<file path="config.mk">
export PLATFORM = sky130hd
export DESIGN_NAME = itoh_tsuji_ctrl
export DESIGN_NICKNAME = d
export VERILOG_FILES = /design/src/rtl/itoh_pkg.sv /design/src/rtl/itoh_tsuji_ctrl_gf_mult.sv /design/src/rtl/itoh_tsuji_ctrl.sv
export SDC_FILE = /design/constraint.sdc
export NUM_CORES = 1
export LEC_CHECK = 0
export CAP_MARGIN = 0
export CORE_ASPECT_RATIO = 0.6
export CORE_MARGIN = 2
export CORE_UTILIZATION = 45
export CTS_BUF_LIST = sky130_fd_sc_hd__clkbuf_2
export DETAILED_ROUTE_END_ITERATION = 16
export GPL_TIMING_DRIVEN = 0
export PLACE_DENSITY = 0.67
export SYNTH_ARGS = -nofsm -noshare
export SYNTH_HDL_FRONTEND = slang
export SYNTH_HIERARCHICAL = 1
export SYNTH_SLANG_ARGS = --single-unit
</file>
<file path="constraint.sdc">
create_clock -name clk -period 6.4 [get_ports clk]
set_clock_uncertainty 0.2 [all_clocks]
set_input_delay 0.96 -clock clk [delete_from_list [all_inputs] [get_ports clk]]
set_output_delay 0.96 -clock clk [all_outputs]
set_load 0.03 [all_outputs]
</file>
<file path="src/rtl/itoh_pkg.sv">
// rtl/itoh_pkg.sv - shared types and constants for the GF(2^8) Itoh-Tsuji inverter
// Contents:
//   state_t   FSM state encoding (IDLE, S2..S6, DONE)
//   POLY_RED  low byte of the field polynomial 0x11B (x^8 term implicit)
//   SEL_*     squarer power-select codes
//   ONE       multiplicative identity used on the final squaring step
package itoh_pkg;

   typedef enum logic [2:0] {
      IDLE = 3'd0,
      S2   = 3'd1,
      S3   = 3'd2,
      S4   = 3'd3,
      S5   = 3'd4,
      S6   = 3'd5,
      DONE = 3'd6
   } state_t;

   localparam logic [7:0] POLY_RED = 8'h1B;

   localparam logic [1:0] SEL_NONE = 2'b00;
   localparam logic [1:0] SEL_SQ1  = 2'b01;
   localparam logic [1:0] SEL_SQ3  = 2'b11;

   localparam logic [7:0] ONE = 8'h01;

endpackage

</file>
<file path="src/rtl/itoh_tsuji_ctrl_gf_mult.sv">
// rtl/itoh_tsuji_ctrl_gf_mult.sv - combinational GF(2^8) multiplier modulo 0x11B
// Ports:
//   a, b  input  8  operands
//   p     output 8  a*b reduced by the field polynomial
module gf_mult
   import itoh_pkg::*;
(
   input  logic [7:0] a,
   input  logic [7:0] b,
   output logic [7:0] p
);

   logic [7:0] acc;
   logic [7:0] sh;

   // Shift-and-add: sh walks through a*x^i (already reduced), acc collects
   // the terms selected by the bits of b.
   always_comb begin
      acc = 8'h00;
      sh  = a;
      for (int i = 0; i < 8; i++) begin
         if (b[i]) begin
            acc = acc ^ sh;
         end
         sh = {sh[6:0], 1'b0} ^ (sh[7] ? POLY_RED : 8'h00);
      end
      p = acc;
   end

endmodule

</file>
<file path="src/rtl/itoh_tsuji_ctrl.sv">
// rtl/itoh_tsuji_ctrl.sv - sequential Itoh-Tsuji inverter for GF(2^8), chain 1-2-3-6-7 plus final square
// Optional feature macro: ITOH_ZERO_DETECT_EN (adds zero_err, zero operand short-cuts to DONE)
// Ports:
//   clk      input  1  clock, rising edge
//   rst      input  1  synchronous active-high reset
//   start    input  1  launch an inversion (accepted in IDLE only)
//   a_in     input  8  operand, captured on the accepted start
//   busy     output 1  high while the chain runs (S2..S6)
//   done     output 1  one-cycle completion pulse
//   inv_out  output 8  a^-1 (inv(0)=0), holds until the next result
//   sq_din   output 8  to external squarer, the working register t
//   sq_sel   output 2  to external squarer, 01=x^2, 11=x^8, 00 when idle
//   sq_dout  input  8  from external squarer, combinational
//   zero_err output 1  (ITOH_ZERO_DETECT_EN only) pulses with done for a zero operand
module itoh_tsuji_ctrl
   import itoh_pkg::*;
(
   input  logic       clk,
   input  logic       rst,
   input  logic       start,
   input  logic [7:0] a_in,
   output logic       busy,
   output logic       done,
   output logic [7:0] inv_out,
   output logic [7:0] sq_din,
   output logic [1:0] sq_sel,
   input  logic [7:0] sq_dout
`ifdef ITOH_ZERO_DETECT_EN
   ,
   output logic       zero_err
`endif
);

   state_t     state;
   state_t     state_nxt;
   logic [7:0] a_r;
   logic [7:0] t;
   logic [7:0] b3;
   logic [7:0] m_op;
   logic [7:0] prod;

   // ---------------- state register ----------------
   always_ff @(posedge clk) begin
      if (rst) begin
         state <= IDLE;
      end else begin
         state <= state_nxt;
      end
   end

   // ---------------- next-state logic ----------------
   always_comb begin
      state_nxt = state;
      case (state)
         IDLE: begin
            if (start) begin
`ifdef ITOH_ZERO_DETECT_EN
               state_nxt = (a_in == 8'h00) ? DONE : S2;
`else
               state_nxt = S2;
`endif
            end
         end
         S2:      state_nxt = S3;
         S3:      state_nxt = S4;
         S4:      state_nxt = S5;
         S5:      state_nxt = S6;
         S6:      state_nxt = DONE;
         DONE:    state_nxt = IDLE;
         default: state_nxt = IDLE;
      endcase
   end

   // ---------------- output / operand decode ----------------
   // S4 raises beta3 to x^8 and multiplies by the saved beta3 (3+3=6);
   // every other chain step squares once and multiplies by a (k -> k+1),
   // except S6, whose multiplicand is 1 to give the plain final square.
   always_comb begin
      sq_sel = SEL_NONE;
      m_op   = ONE;
      busy   = 1'b0;
      done   = 1'b0;
      case (state)
         S2, S3, S5: begin
            sq_sel = SEL_SQ1;
            m_op   = a_r;
            busy   = 1'b1;
         end
         S4: begin
            sq_sel = SEL_SQ3;
            m_op   = b3;
            busy   = 1'b1;
         end
         S6: begin
            sq_sel = SEL_SQ1;
            m_op   = ONE;
            busy   = 1'b1;
         end
         DONE: begin
            done = 1'b1;
         end
         default: begin
            sq_sel = SEL_NONE;
         end
      endcase
   end

   // ---------------- step datapath ----------------
   gf_mult u_gf_mult (
      .a (sq_dout),
      .b (m_op),
      .p (prod)
   );

   assign sq_din = t;

   always_ff @(posedge clk) begin
      if (rst) begin
         a_r     <= 8'h00;
         t       <= 8'h00;
         b3      <= 8'h00;
         inv_out <= 8'h00;
      end else begin
         case (state)
            IDLE: begin
               if (start) begin
                  a_r <= a_in;
                  t   <= a_in;
`ifdef ITOH_ZERO_DETECT_EN
                  if (a_in == 8'h00) begin
                     inv_out <= 8'h00;
                  end
`endif
               end
            end
            S2, S4, S5: begin
               t <= prod;
            end
            S3: begin
               t  <= prod;
               b3 <= prod;
            end
            S6: begin
               t       <= prod;
               inv_out <= prod;
            end
            default: begin
               t <= t;
            end
         endcase
      end
   end

`ifdef ITOH_ZERO_DETECT_EN
   // Registered on the accepting edge, so it lines up with the DONE cycle.
   always_ff @(posedge clk) begin
      if (rst) begin
         zero_err <= 1'b0;
      end else begin
         zero_err <= (state == IDLE) && start && (a_in == 8'h00);
      end
   end
`endif

endmodule

</file>
==> reports/results.env, run 1 <==
STATUS='finished clean'
RSZ0062_AT_GRT='false'
DRV_CAP=0
CRIT_FANOUT=10
CRITICAL_PATH.STARTPOINT='state[0]'
SYNTH_FA_HA_AREA_SHARE_PCT=0
ANTENNA-DIODE-COUNT=0
END_KIND='flop'
FINAL.MIN_CLOCK_PERIOD_NS=3.98
IOPINCOUNT=39
CTS_TREE='done'
SYNTH_FP_NETS=365
INITIALDRTVIOLATIONCOUNT=168
POWER.IR.VDD_WORST_uV=113
CTS_MAX_LEVEL=2
GRT_PASS1_WL_UM=11700
AREA_GROWTH_SYN_TO_LAYOUT_PCT=16.0
DRT_PRE_ANTENNA_ITERS=6
FF_LATCH_AREA_UM2=701
CTS.PATH.MAX_BUFFERS=2
SYNTH_TOP_FAMILY_BY_AREA='XOR/XNOR gates'
SYNTH.CELL_AREA_MM2=0.00294
CELLLEAKAGEPOWER_uW=0.00134
HIGHEST_CELL_DELAY_ON_THE_WORST_TIMING_PATH_NS=0.65
SYNTH_TOP_AREA_SHARE_PCT=23.9
TOTALPOWERFINAL_uW=654
INITIAL_UTILIZATION_PCT=47.2
WORST_HOLD_PATH.ENDPOINT='a_r[0]'
POSTLAYOUTCELLAREA_MM2=0.00341
CRITICAL_PATH_REQUIRED_NS=6.52
SYNTH-XOR-AREA-SHARE_PCT=27.4
SYNTH.AREA.TOP_CELLS='dfxtp_1 24%, xnor2_1 13%, nand2_1 9.5%'
CPMAXSTAGEDELAYCELL='o21ai_0'
GRT_PASS1_VIAS=2339
CRIT-REG2REG-LAUNCH='state[0]'
DP.CELLS=463
CTS_BUFFERS=5
WORST_SLEW_PIN_SLEW_NS=0.786
YOSYSSEQAREASHARE_PCT=23.9
SYNTH-COMPOUND-AREA-SHARE_PCT=13.7
SYNTH-SIMPLE-AREA-SHARE_PCT=18.3
CRIT_TYPE='flop to flop'
KIND_OF_CELL_WITH_THE_HIGHEST_COMBINED_DELAY_ON_THE_CRITICAL_PATH='compound AO/OA/AOI/OAI gates'
FINAL_LAYOUT_SIZE_SUFFIX_GT1_SHARE_PCT=11.4
POST_DP_CELL_AREA_MM2=0.00337
TIMING.FINAL.SETUP_VIOLATIONS=0
SYNTH.YOSYS.WARNINGS=6
COUNT_OF_INPUT_AND_OUTPUT_BUFFERS=33
CELL_COUNT_AFTER_SYNTHESIS=346
PIN_COUNT_OF_THE_BIGGEST_NET_ENTERING_GLOBAL_ROUTING=11
ROWS=22
MIN_PATH_TYPE='flop to flop'
MOST_INSTANTIATED_LIBRARY_CELL_AFTER_SYNTHESIS='nand2_1'
POSTROUTEANTENNANETS=0
SYNTH_FLOP_CELL='dfxtp_1'
CORE-AREA_MM2=0.00622
CTS.REPAIR.RESIZED=0
TIMING.REG2REG.SETUP_SLACK_NS=2.42
ROUTEDWLPERCELL_UM=15.4
ROOT_BUFFER='clkbuf_2'
POWER.DENSITY_CELL_AREA_mW_PER_MM2=192
TIMING.SETUP.TNS_NS=0
REG2REGPATHDEPTH=12
REPORT.FINAL.HOLD_VIOL_COUNT=0
VIASPERCELL=5.35
PORTION_OF_NETLIST_AREA_OCCUPIED_BY_MUX_CELLS_PCT=7.88
DIE_X_UM=108
HP-START='a_r[0]'
TIMING.CRITICAL_PATH.FROM_TYPE='flop'
SHARE_OF_FLIP_FLOPS_WITH_AN_ASYNCHRONOUS_SET_OR_RESET_AFTER_SYNTHESIS_PCT=0
PLACER_CONGESTION_ESTIMATE=0.871
CHIPHEIGHT_UM=66.6
CLK_PIN_SLEW_NS=0.19
CTS_SETUP_BUFFERS=0
CLK-INSERTION-DELAY-LATE_NS=0.38
DRC=0
CP_DATA_ARRIVAL_TIME_NS=4.10
CTSHOLDBUFFERS=0
MIN_PERIOD_OVER_PERIOD_PCT=62.2
GRT_REMAINING_OVERFLOW=0
CRITICAL_PATH.N_BUFFERS_INVERTERS=3
SLEW-LIMIT-HEADROOM_PCT=47.0
ACHIEVABLE-FREQUENCY_GHz=0.251
VIA_COUNT=2513
HOLD_DEPTH=2
WL_UM=7240
YOSYS.CELL_TYPES.COUNT=47
SYNTH_TOP_CELLS_BY_COUNT='74 x nand2_1, 42 x xnor2_1, 35 x dfxtp_1, 25 x nor2_1, 22 x mux2i_1'
TIMING.CRITICAL_PATH.CELLS='buf_4, and2_1, clkbuf_1, a22oi_1, o21ai_0, clkbuf_1, mux2_2, a22oi_1, xnor2_1, xnor2_1, nor3_1, a311oi_1'
CTS_SINKS=35
CRITICAL_PATH.REG2REG.ENDPOINT='sq_din[0]'
SYNTH_TOP_CELL_BY_AREA='dfxtp_1'
ANTENNA_FOUND_INITIAL=0
GRT.TOTAL_USAGE_PCT=21.5
AVGSYNTHCELLAREA_UM2=8.49
FINAL-INSTANCE-COUNT-EXCL-FILL=470
FINISH.NET_COUNT=405
POSTSYNTHREGISTERBITS=35
MULTIINPUTGATEAREA_MM2=0.00197
FINAL_MAX_SLEW_VIOL_COUNT=0
HPWLAFTERDP_UM=5590
EDFF_COUNT_SYNTH=0
DIE-AREA_MM2=0.00721
FILLERS=604
[sequential cells by signal, indices dropped and copies added (netlist names)]
register	cells
sq_din	8
inv_out	8
state	3
b3	8
a_r	8
[how the worst max path moves through the flow]
stage	to	slack [ns]	depth (start not counted)
after detailed placement	sq_din[0]	2.51	12
after global placement	sq_din[0]	2.52	12
final	sq_din[0]	2.42	12
after CTS	sq_din[0]	2.47	12
after floorplan	sq_din[0]	3.23	12
after global routing	sq_din[0]	2.05	12
[cell usage in the layout (no fill, tap or decap), types with 2 or more instances in the layout]
master | Yosys | layout
dfxtp_1 | 35 | 35
inv_1 | 13 | 13
buf_6 | 6 | 6
xnor3_1 | 7 | 7
nor3_1 | 4 | 4
clkbuf_2 | 0 | 5
a2bb2oi_1 | 2 | 2
nand2_1 | 74 | 74
a21oi_1 | 15 | 15
buf_2 | 4 | 4
o221a_2 | 2 | 2
o21ai_0 | 8 | 8
xor3_2 | 3 | 3
clkbuf_1 | 14 | 14
a311oi_1 | 3 | 3
o22ai_1 | 2 | 2
nor2_1 | 25 | 25
xor2_1 | 10 | 10
xnor2_1 | 42 | 42
a22oi_1 | 11 | 11
nand3_1 | 3 | 3
xor2_2 | 2 | 2
o221ai_1 | 2 | 2
clkdlybuf4s50_1 | 0 | 33
o221a_1 | 7 | 7
inv_2 | 2 | 2
mux2i_1 | 22 | 22
xnor2_2 | 2 | 2
buf_4 | 6 | 6
[area by class of cell]
class                      instances  share of cell area (%)
multi-input combinational        265                    58.0
sequential                        35                    20.6
timing repair buffer              33                    9.70
buffer                            31                    6.02
tap                               84                    3.09
inverter                          15                    1.65
clock buffer                       5                   0.735
clock inverter                     2                   0.257
[where the power goes]
part	internal, uW	switching [uW]	total [uW]	leakage [uW]
combinational	139	167	306	0.00102
sequential	236	10.9	247	0.000286
clock	23.1	77.6	101	0.0000262
total	399	255	654	0.00134
[logic make-up (layout without fill, tap and decap cells)]
| logic type | after synthesis | in the layout |
|---|---|---|
| multiplexers | 23 | 23 |
| flip-flops | 35 | 35 |
| AND/OR/NAND/NOR | 119 | 119 |
| AO/OA/AOI/OAI | 55 | 55 |
| buffers and inverters | 46 | 86 |
| XOR/XNOR | 68 | 68 |
[per-stage QoR]
| stage | worst slack, ns | hold WS, ns | utilization, % |
|---|---|---|---|
| after global routing | 2.05 | 0.307 | 54.7 |
| after CTS | 2.47 | 0.287 | 54.7 |
| final | 2.42 | 0.285 | 54.7 |
| after detailed placement | 2.51 | 0.264 | 54.2 |
| after floorplan | 3.23 | 0.236 | - |
| after global placement | 2.52 | 0.249 | 54.2 |
[metal layers]
layer	vias to the layer above	share of wire (%)	global-route usage, %
li1	1234	-	-
met5	-	0	0
met2	79	39	30.2
met4	0	0.26	3.21
met3	2	7.0	4.60
met1	1198	54	33.6
[worst register-to-register path: stages, from the launching register on]
cell and delay (ns):
dfxtp_1 0.44, buf_4 0.22, and2_1 0.14, clkbuf_1 0.30, a22oi_1 0.11, o21ai_0 0.65, clkbuf_1 0.46, mux2_2 0.39
a22oi_1 0.21, xnor2_1 0.16, xnor2_1 0.31, nor3_1 0.10, a311oi_1 0.22
Power figures use the tool's default switching activity.
==> run 2: changes to the inputs <==
clock period = 4.09 ns   (was 6.4 ns; I/O delays follow)
==> run 2 against run 1 <==
Net effect: final cell count is the same; fmax up 7.6%; register-to-register slack worse by 2.0 ns; core utilization about the same; routed wire length grew 0.12%; via count is essentially flat; largest power group unchanged; highest routed layer unchanged.
==> reports/results.env, run 2 (synthesis results as in run 1) <==
DP.CELLS=463
INITIAL_UTILIZATION_PCT=47.2
PLACER_CONGESTION_ESTIMATE=0.871
KIND_OF_CELL_WITH_THE_HIGHEST_COMBINED_DELAY_ON_THE_CRITICAL_PATH='buffers and inverters'
HPWLAFTERDP_UM=5590
ROOT_BUFFER='clkbuf_2'
VIA_COUNT=2515
DRC=0
CRITICAL_PATH.N_BUFFERS_INVERTERS=3
CHIPHEIGHT_UM=66.6
ANTENNA_FOUND_INITIAL=0
CTS_SETUP_BUFFERS=0
FINISH.NET_COUNT=405
ACHIEVABLE-FREQUENCY_GHz=0.270
HIGHEST_CELL_DELAY_ON_THE_WORST_TIMING_PATH_NS=0.45
PIN_COUNT_OF_THE_BIGGEST_NET_ENTERING_GLOBAL_ROUTING=11
POWER.SHARE.COMBINATIONAL_PCT=46.8
P_SWITCHING_uW=400
GRT.TOTAL_USAGE_PCT=21.5
IOPINCOUNT=39
DIE-AREA_MM2=0.00721
ROUTEDWLPERCELL_UM=15.4
CTS_SINKS=35
MIN_PERIOD_OVER_PERIOD_PCT=90.4
POWER.IR.VDD_WORST_uV=177
CORE-AREA_MM2=0.00622
END_KIND='flop'
RSZ0062_AT_GRT='false'
COUNT_OF_INPUT_AND_OUTPUT_BUFFERS=33
CLK_PIN_SLEW_NS=0.19
FINAL_MAX_SLEW_VIOL_COUNT=0
COMMONEST_CELLS_AFTER_ROUTING_FILL_AND_TAPS_ASIDE='74 x nand2_1, 42 x xnor2_1, 35 x dfxtp_1'
CRITICAL_PATH_REQUIRED_NS=4.20
TIMING.CRITICAL_PATH.CELLS='buf_4, and2_1, clkbuf_1, a22oi_1, o21ai_1, clkbuf_1, nand3_1, o221ai_1, xor3_1, xnor2_1, nor3_1, a311oi_1'
TIMING.REG2REG.SETUP_SLACK_NS=0.39
VIASPERCELL=5.35
FINAL-INSTANCE-COUNT-EXCL-FILL=470
TIMING.SETUP.TNS_NS=0
DRT_PRE_ANTENNA_ITERS=5
AREA_GROWTH_SYN_TO_LAYOUT_PCT=16.1
GRT_PASS1_VIAS=2339
CTS_TREE='done'
DRV_CAP=0
TIMING.CRITICAL_PATH.FROM_TYPE='flop'
CLOCKPOWERSHARE_PCT=15.4
GRT_REMAINING_OVERFLOW=0
INTERNAL_POWER_uW=624
PATH_COMMON_CELL='clkbuf_1'
FINAL.MIN_CLOCK_PERIOD_NS=3.70
CRIT_TYPE='flop to flop'
POWER.DENSITY_CELL_AREA_mW_PER_MM2=301
DIE_X_UM=108
CRIT_FANOUT=10
WL_UM=7250
FILLERS=605
CTS.PATH.MAX_BUFFERS=2
SW_FRAC_OF_TOTAL_PCT=39.1
CTS.REPAIR.RESIZED=0
SHARE_SEQ_OF_TOTAL_POWER_PCT=37.8
INITIALDRTVIOLATIONCOUNT=174
STATUS='finished clean'
CTS_BUFFERS=5
WORST_SLEW_PIN_SLEW_NS=0.581
FINAL_LAYOUT_SIZE_SUFFIX_GT1_SHARE_PCT=11.9
CTSHOLDBUFFERS=0
SLEW-LIMIT-HEADROOM_PCT=60.9
ROWS=22
POSTROUTEANTENNANETS=0
CELLLEAKAGEPOWER_uW=0.00134
CP_DATA_ARRIVAL_TIME_NS=3.81
MIN_PATH_TYPE='flop to flop'
GRT_PASS1_WL_UM=11700
CLK-INSERTION-DELAY-LATE_NS=0.38
TIMING.FINAL.SETUP_VIOLATIONS=0
CPMAXSTAGEDELAYCELL='xor3_1'
LAYOUT_COMMONEST_CELL='nand2_1'
ANTENNA-DIODE-COUNT=0
REPORT.FINAL.HOLD_VIOL_COUNT=0
CTS_MAX_LEVEL=2
[run 2: power groups by stage]
stage,Combinational (uW),Clock [uW],Sequential [uW]
floorplan,323,0,420
global placement,471,0,393
detailed placement,475,0,394
CTS,478,162,387
global route,517,179,391
finish,479,158,387
[run 2: path summary, 6_finish.rpt]
path                  from         to  cells after the start
setup reg to reg  state[0]  sq_din[1]                     12
hold / removal      a_r[0]     a_r[0]                      2
setup / recovery  state[0]  sq_din[1]                     12
hold reg to reg     a_r[0]     a_r[0]                      2
[run 2: cell type report]
type	count	area [um2]	share of cell area, %
plain buffers	31	208	6.09
clock buffers	5	25.0	0.734
clock inverters	2	8.76	0.257
inverters	15	56.3	1.65
multi-input cells	265	1970	57.9
flip-flops and latches	35	701	20.6
well taps	84	105	3.08
repair buffers	33	330	9.69
[run 2: layer usage]
layer / up-vias / wire length [um] / global-route usage, %
li1: 1235 / - / -
met1: 1192 / 3860 / 33.6
met2: 86 / 2800 / 30.2
met3: 2 / 564 / 4.60
met4: 0 / 19 / 3.21
met5: - / 0 / 0
[run 2: worst min-delay path: stages, from the launching register on]
cell and delay, ns:
dfxtp_1 0.36, nand2_1 0.05, a21oi_1 0.06
[run 2: metrics by stage]
step | total power (uW) | setup slack (ns) | hold slack (ns) | area [um2] | utilization (%)
after floorplan | 743 | 0.922 | 0.236 | 2940 | -
after global placement | 864 | 0.214 | 0.249 | 3370 | 54.2
after detailed placement | 870 | 0.196 | 0.264 | 3370 | 54.2
after CTS | 1030 | 0.157 | 0.287 | 3410 | 54.7
after global routing | 1090 | 0.0598 | 0.307 | 3410 | 54.8
final | 1020 | 0.392 | 0.285 | 3410 | 54.8
